File: config.mk
export PLATFORM = sky130hd
export DESIGN_NAME = filter_buffer_ctrl
export DESIGN_NICKNAME = d
export VERILOG_FILES = /design/src/rtl/filter_buffer_ctrl_pkg.sv /design/src/rtl/filter_buffer_ctrl_ram.sv /design/src/rtl/filter_buffer_ctrl.sv
export SDC_FILE = /design/constraint.sdc
export NUM_CORES = 2
export LEC_CHECK = 0
export CAP_MARGIN = 20
export CORE_MARGIN = 5
export CORE_UTILIZATION = 55
export DETAILED_ROUTE_END_ITERATION = 8
export GPL_ROUTABILITY_DRIVEN = 0
export PLACE_DENSITY = 0.74
export SLEW_MARGIN = 20
export SYNTH_ARGS = -nofsm -noshare
export SYNTH_HDL_FRONTEND = slang
export SYNTH_SLANG_ARGS = --single-unit
File: constraint.sdc
create_clock -name clk -period 3.4 [get_ports clk]
set_input_delay 1.02 -clock clk [delete_from_list [all_inputs] [get_ports clk]]
set_output_delay 1.02 -clock clk [all_outputs]
set_load 0.02 [all_outputs]
File: src/rtl/filter_buffer_ctrl_pkg.sv
// Shared parameters, state encoding and tile-size helper for the filter buffer controller.
package filter_buffer_ctrl_pkg;

    localparam int TIN           = 4;
    localparam int TOUT          = 4;
    localparam int FILTER_DW     = 16;
    localparam int FILTER_BUF_AW = 6;
    localparam int W_SIZE        = 8;
    localparam int BANK_W        = $clog2(TOUT);

    typedef enum logic [1:0] {
        ST_IDLE  = 2'd0,
        ST_LOAD  = 2'd1,
        ST_READY = 2'd2
    } fb_state_t;

    // Addresses per bank for a tile; wraps at AW+1 bits by design.
    function automatic logic [FILTER_BUF_AW:0] calc_n_addr(input logic [W_SIZE-1:0] q);
        logic [W_SIZE+7:0] prod;
        prod = {8'd0, q} * {{W_SIZE{1'b0}}, 8'(TIN)};
        return prod[FILTER_BUF_AW:0];
    endfunction

endpackage

File: src/rtl/filter_buffer_ctrl_ram.sv
// One filter bank: single write port, single read port, registered read-first output.
// The read register holds its value when no read is issued.
module filter_bank_ram #(
    parameter int DW = 16,
    parameter int AW = 6
) (
    input  logic          clk,
    input  logic          rstn,
    input  logic          wr_en,
    input  logic [AW-1:0] wr_addr,
    input  logic [DW-1:0] wr_data,
    input  logic          rd_en,
    input  logic [AW-1:0] rd_addr,
    output logic [DW-1:0] rd_data
);

    logic [DW-1:0] mem [0:(1<<AW)-1];

    always_ff @(posedge clk) begin
        if (wr_en) begin
            mem[wr_addr] <= wr_data;
        end
    end

    always_ff @(posedge clk or negedge rstn) begin
        if (!rstn) begin
            rd_data <= '0;
        end else if (rd_en) begin
            rd_data <= mem[rd_addr];
        end
    end

endmodule

File: src/rtl/filter_buffer_ctrl.sv
// Filter buffer controller: loads a streamed tile across TOUT banks and serves PE reads.
// Define FB_RD_CHECK_EN to add the sticky o_err access checker.
module filter_buffer_ctrl
    import filter_buffer_ctrl_pkg::*;
(
    input  logic                     clk,
    input  logic                     rstn,
    input  logic                     i_load_start,
    input  logic [W_SIZE-1:0]        q_channel,
    input  logic                     i_layer_done,
    input  logic [FILTER_DW-1:0]     s_filter_data,
    input  logic                     s_filter_vld,
    output logic                     o_s_filter_rdy,
    output logic                     o_load_done,
    output logic                     o_fb_req_possible,
    input  logic                     fb_req,
    input  logic [FILTER_BUF_AW-1:0] fb_addr,
    output logic [FILTER_DW-1:0]     o_fb_data0,
    output logic [FILTER_DW-1:0]     o_fb_data1,
    output logic [FILTER_DW-1:0]     o_fb_data2,
    output logic [FILTER_DW-1:0]     o_fb_data3
`ifdef FB_RD_CHECK_EN
    ,
    output logic                     o_err
`endif
);

    localparam logic [BANK_W-1:0] BANK_LAST = BANK_W'(TOUT - 1);

    fb_state_t                state_reg;
    logic [FILTER_BUF_AW-1:0] wr_addr_reg;
    logic [BANK_W-1:0]        wr_bank_reg;
    logic [FILTER_BUF_AW:0]   n_addr_reg;
    logic                     beat_acc;
    logic                     last_beat;
    logic [FILTER_DW-1:0]     rd_data [TOUT];

    assign beat_acc  = s_filter_vld && o_s_filter_rdy;
    assign last_beat = (wr_bank_reg == BANK_LAST) &&
                       (wr_addr_reg == FILTER_BUF_AW'(n_addr_reg - 1'b1));

    always_ff @(posedge clk or negedge rstn) begin
        if (!rstn) begin
            state_reg         <= ST_IDLE;
            wr_addr_reg       <= '0;
            wr_bank_reg       <= '0;
            n_addr_reg        <= '0;
            o_s_filter_rdy    <= 1'b0;
            o_load_done       <= 1'b0;
            o_fb_req_possible <= 1'b0;
        end else begin
            o_load_done <= 1'b0;
            case (state_reg)
                ST_IDLE: begin
                    if (i_load_start && (q_channel != '0)) begin
                        state_reg      <= ST_LOAD;
                        n_addr_reg     <= calc_n_addr(q_channel);
                        wr_addr_reg    <= '0;
                        wr_bank_reg    <= '0;
                        o_s_filter_rdy <= 1'b1;
                    end
                end
                ST_LOAD: begin
                    if (beat_acc) begin
                        if (last_beat) begin
                            state_reg         <= ST_READY;
                            o_s_filter_rdy    <= 1'b0;
                            o_load_done       <= 1'b1;
                            o_fb_req_possible <= 1'b1;
                        end else if (wr_bank_reg == BANK_LAST) begin
                            wr_bank_reg <= '0;
                            wr_addr_reg <= wr_addr_reg + 1'b1;
                        end else begin
                            wr_bank_reg <= wr_bank_reg + 1'b1;
                        end
                    end
                end
                ST_READY: begin
                    if (i_layer_done) begin
                        state_reg         <= ST_IDLE;
                        o_fb_req_possible <= 1'b0;
                    end
                end
                default: begin
                    state_reg <= ST_IDLE;
                end
            endcase
        end
    end

    // The bank read register is the output lane, giving the fixed one-cycle latency.
    generate
        for (genvar gi = 0; gi < TOUT; gi++) begin : g_bank
            filter_bank_ram #(
                .DW(FILTER_DW),
                .AW(FILTER_BUF_AW)
            ) u_bank (
                .clk    (clk),
                .rstn   (rstn),
                .wr_en  (beat_acc && (wr_bank_reg == BANK_W'(gi))),
                .wr_addr(wr_addr_reg),
                .wr_data(s_filter_data),
                .rd_en  (fb_req),
                .rd_addr(fb_addr),
                .rd_data(rd_data[gi])
            );
        end
    endgenerate

    assign o_fb_data0 = rd_data[0];
    assign o_fb_data1 = rd_data[1];
    assign o_fb_data2 = rd_data[2];
    assign o_fb_data3 = rd_data[3];

`ifdef FB_RD_CHECK_EN
    always_ff @(posedge clk or negedge rstn) begin
        if (!rstn) begin
            o_err <= 1'b0;
        end else if ((fb_req && (state_reg != ST_READY)) ||
                     (fb_req && ({1'b0, fb_addr} >= n_addr_reg)) ||
                     (s_filter_vld && (state_reg != ST_LOAD))) begin
            o_err <= 1'b1;
        end
    end
`endif

endmodule

# Word-level counts from Yosys, hierarchy flattened
# Memory sizes are Yosys's and may differ from the RTL's. A register that Yosys moved wholly into a read port is not among the register bits.
# Cells that the tools add are included.
# classes
addsub	3
eq_ne	12
n_mux	34
n_reduce_logical	22
# op_table
cell	n
$mux W6	4
$mux W1	17
$mux W2	8
$reduce_and A4 Y1	4
$ne A2 B2 Y1 const B	6
$pmux W6 S2	1
$reduce_bool A8 Y1	1
$logic_and A1 B1 Y1	7
$add A6 B1 Y6 const B	1
$eq A2 B2 Y1 const B	3
$eq A6 B6 Y1	1
$pmux W2 S3	1
$sub A6 B1 Y6 const B	1
$reduce_and A5 Y1	1
$eq A2 B1 Y1 const B	2
$logic_not A1 Y1	4
$logic_not A2 Y1	2
$pmux W1 S2	2
$pmux W2 S2	1
$reduce_bool A2 Y1	2
$add A2 B1 Y2 const B	1
$reduce_and A2 Y1	1
# word_totals
regBits	17
mem_bits_rw	4096
in_bits	36
out_inout_bits	67
wordCells	82
n_memories	4
# memory_table
memory	words	width	rd	rd_clocked_by_memory_dff	write_ports	line	rtl
g_bank[0].u_bank.mem	64	16	1	1	1	filter_buffer_ctrl_ram.sv:17	logic [DW-1:0] mem [0:(1<<AW)-1];
g_bank[1].u_bank.mem	64	16	1	1	1	filter_buffer_ctrl_ram.sv:17	
g_bank[2].u_bank.mem	64	16	1	1	1	filter_buffer_ctrl_ram.sv:17	
g_bank[3].u_bank.mem	64	16	1	1	1	filter_buffer_ctrl_ram.sv:17	

# Logic depth before layout (Yosys ltp)
# depth
depth_word	6
depth_mapped	10
ltp_nobuf	8

# By module
# A second synthesis with hierarchy kept.
# hier_totals
hier_cells	7693
hier_area_um2	160680.4
# by_module_without_submodules
module	instances	cells_per_inst	area_each_um2	seq_area_each_um2
filter_bank_ram	4	1897	39925.8	31149.9
filter_buffer_ctrl	1	105	977.2	425.4

# Worst setup path before layout
# Ideal clock, no wire load.
# synth_path
path_kind	input port to flip-flop
start	input port s_filter_vld
end	memory g_bank[2].u_bank.mem[41][0], enable pin
setup_time_ns	0.388
arrival_ns	2.658
setup_slack_ns	0.354
stages	6
path_buffers	3
path_cell_list	and2_1 > clkbuf_1 > nand2_1 > clkbuf_1 > buf_1 > nor2_1
# synth_between
elab_chain_cells	4
# synth_rtl
element	line	rtl
from (decl)	filter_buffer_ctrl.sv:12	input logic s_filter_vld,
$logic_and A1 B1 Y1	filter_buffer_ctrl.sv:38	assign beat_acc = s_filter_vld && o_s_filter_rdy;
$logic_and A1 B1 Y1	filter_buffer_ctrl.sv:100	.wr_en (beat_acc && (wr_bank_reg == BANK_W'(gi))),
$mux W1	filter_buffer_ctrl_ram.sv:20	if (wr_en) begin
$mux W1 (not written as such)	filter_buffer_ctrl_ram.sv:21	mem[wr_addr] <= wr_data;
to (decl)	filter_buffer_ctrl_ram.sv:17	
# No other way between the ends.

# Worst setup path after layout
# layout_path
start	register g_bank[0].u_bank.rd_data[7] (read register of g_bank[0].u_bank.mem)
end	output port o_fb_data0[7]
# layout_lines
element	line	rtl
from (decl)	filter_buffer_ctrl_ram.sv:14	output logic [DW-1:0] rd_data
to (decl)	filter_buffer_ctrl.sv:18	output logic [FILTER_DW-1:0] o_fb_data0,
# No word-level cell between the ends.

==> results.yml <==
cts:
  numCtsBuffers: 402
  ctsHoldBuffers: 0
  cts_tree: "done"
  cts_htree_levels: 5
  ctsRootBufferMaster: "clkbuf_16"
  cts_sinks: 4177
  clockBufferDepth: 4
  clk_pin_slew_ns: 0.06
  clk_latency_ns: 0.94
place:
  place.detailed.hpwl_um: 265000
  place_inst: 12300
  placedInstanceArea_sq_um: 175000
  place_ws_ns: -0.719
  port_buffers: 102
setup_path:
  timing.rr.end: "g_bank[2].u_bank.mem[34][9]"
  rr_worst_depth: 4
  end_kind: "primary output"
  slowest_stage: "clkdlybuf4s50_1"
  crit_path_max_fanout: 2
  worst_ep_required_time_ns: 2.38
  cp_slowest_stage_delay_ns: 0.78
  crit_type: "flip-flop to primary output"
  rrSetupSlack_ns: 0.51
  crit_buf_inv: 1
  worstSetupPathDepth: 1
  cp_cell_sequence: "clkdlybuf4s50_1"
  cp-startpoint: "g_bank[0].u_bank.rd_data[7]"
  r2r-start: "wr_addr_reg[3]"
  crit_arrival_ns: 2.32
  crit_family: "buffers and inverters"
  start_kind: "flip-flop"
timing:
  hold_violations: 0
  fin_crit_sh_pct: 98.1
  setup_viol: 0
  worst_pin_slew_ns: 1.19
  fmax_ghz: 0.300
  slew_violations: 0
  final.setup.tns_ns: 0
  min_period_ns: 3.34
  slew_headroom_pct: 20.7
  hold_slack_ns: 0.137
  clock_skew_ns: 0.0533
  rsz0062_at_grt: "false"
  worst_slack_ns: 0.0642
floorplanning:
  fp.dieW_um: 549
  dieHeight_um: 549
  coreArea_sq_um: 290000
  pin_count: 103
  start_util_pct: 55.1
  rows: 198
  die-area_sq_um: 302000
layout:
  final_cells: 13000
  largest_reg_flops: 4096
  area_growth_pct: 17.9
  drive_above_1_share_pct: 25.6
  final.fill_count: 18200
  fin_nets: 8839
  design_area_sq_um: 189000
pwr:
  power_frac_clock_pct: 41.0
  sequentialPowerShare_pct: 52.5
  ir_drop_uv: 465
  powerDensity_nw_per_um2: 580
  swShare_pct: 22.1
  leakage_nw: 61.6
  comb_power_share_pct: 6.5
  p_switching_w: 0.0241
  internal-power_w: 0.0852
route:
  drt_wl_total_um: 430000
  vias: 85100
  drc: 0
  drtAntennaViolNets: 0
  drt_first_pass_iters: 7
  via_per_inst: 6.52
  post_drt_wl_per_cell_um: 33.0
  drtIter0Drc: 12600
global_route:
  first_global_vias: 85400
  grt_pass1_wl_um: 617000
  grt_max_degree: 137
  overflow: 0
  grt_usage_pct: 28.4
  antenna_found_initial: 18
logic_synthesis:
  synthCells: 7897
  ys.flop_type: "edfxtp_1"
  syn_avg_cell_area_sq_um: 20.3
  yosys_warnings: 0
  ys_types: 52
  synth-edff-count: 4096
  synth_area_sq_um: 160000
  ys_seq_area_share_pct: 78.1
  synth_nets: 7939
  ys_ff_latch: 4177
  synth-async-reset-ratio_pct: 1.94
outcome:
  status: "complete, no violations"
hold_path:
  hold_class: "input port to asynchronous set/reset pin"
job:
  max_cap_violations: 0
-- worst max path at each step --
stage,slack (ns),to
after floorplan,0.35,g_bank[2].u_bank.mem[41][0]
after global placement,-1.19,g_bank[2].u_bank.rd_data[9]
after detailed placement,-0.72,g_bank[0].u_bank.rd_data[3]
after CTS,0.004,o_fb_data0[7]
after global routing,0.02,o_fb_data0[7]
final,0.06,o_fb_data0[7]
-- area by class of cell --
| cell class | instances | area, sq um | area share, % |
|---|---|---|---|
| clock inverter | 244 | 2500 | 1.32 |
| sequential | 4177 | 125000 | 66.3 |
| antenna | 12 | 30.0 | 0.0159 |
| tap | 3900 | 4880 | 2.59 |
| clock buffer | 498 | 10800 | 5.71 |
| inverter | 8 | 30.0 | 0.0159 |
| multi-input combinational | 3248 | 33000 | 17.5 |
| timing repair buffer | 960 | 12300 | 6.53 |
-- synth_stat cells (129+ instances only) --
library cell,count,share of area [%]
edfxtp_1,4096,77
mux4_2,704,9.9
mux2i_1,512,3.2
nor2_1,454,1.1
nand2_1,269,0.63
a22oi_1,256,1.2
clkbuf_1,210,0.49
nor2b_1,201,0.79
a21oi_1,194,0.61
o22ai_1,192,0.75
buf_2,171,0.53
nor4_1,129,0.50
-- stage by stage --
stage	power (W)	util [%]
final	0.109	64.9
after global routing	0.112	64.9
after CTS	0.110	64.9
after detailed placement	0.0654	60.4
after global placement	0.0652	60.3
after floorplan	0.0615	-
-- power groups by stage --
stage               logic, W  clock network, W  registers [W]
detailed placement   0.00698                 0         0.0584
CTS                  0.00704            0.0452         0.0574
global placement     0.00681                 0         0.0584
finish               0.00711            0.0449         0.0574
floorplan            0.00315                 0         0.0583
global route         0.00742            0.0476         0.0574
-- metal layers --
metal | GRT usage, % | routed length, um
met3 | 6.47 | 51800
met4 | 11.3 | 19900
met2 | 44.7 | 205000
met5 | 0 | 58
met1 | 39.2 | 153000
-- logic make-up after synthesis --
family	share of synthesized area, %
flops	78.1
compound gates	3.59
fa+ha+maj	0.0469
xor+xnor	0.0383
simple gates	3.19
buf+inv	1.40
mux	13.6
-- layout by cell type, fill, tap and decap left out, types with 11 or more instances in the layout --
master	Yosys	layout
diode_2	0	12
o32ai_1	64	59
clkdlybuf4s50_1	0	80
clkinv_2	0	89
nor2b_1	201	197
nand2_1	269	265
buf_12	0	379
bufinv_16	0	41
nor2_1	454	406
clkinvlp_4	0	20
buf_8	0	17
edfxtp_1	4096	4096
a21oi_1	194	194
clkbuf_16	0	408
clkbuf_1	210	68
o22ai_1	192	192
a211oi_1	128	128
inv_6	0	11
a22oi_1	256	256
clkbuf_8	0	23
mux4_2	704	704
clkinv_1	0	67
nor4_1	129	129
nor2_2	0	46
buf_4	27	481
mux2_2	65	65
dfrtp_1	81	74
mux2i_1	512	512
-- timing repair --
action	CTS	global route
setup buffers	0	0
resized for setup	8	0
setup endpoints to repair	8	0
(Power assumes the default switching activity.)
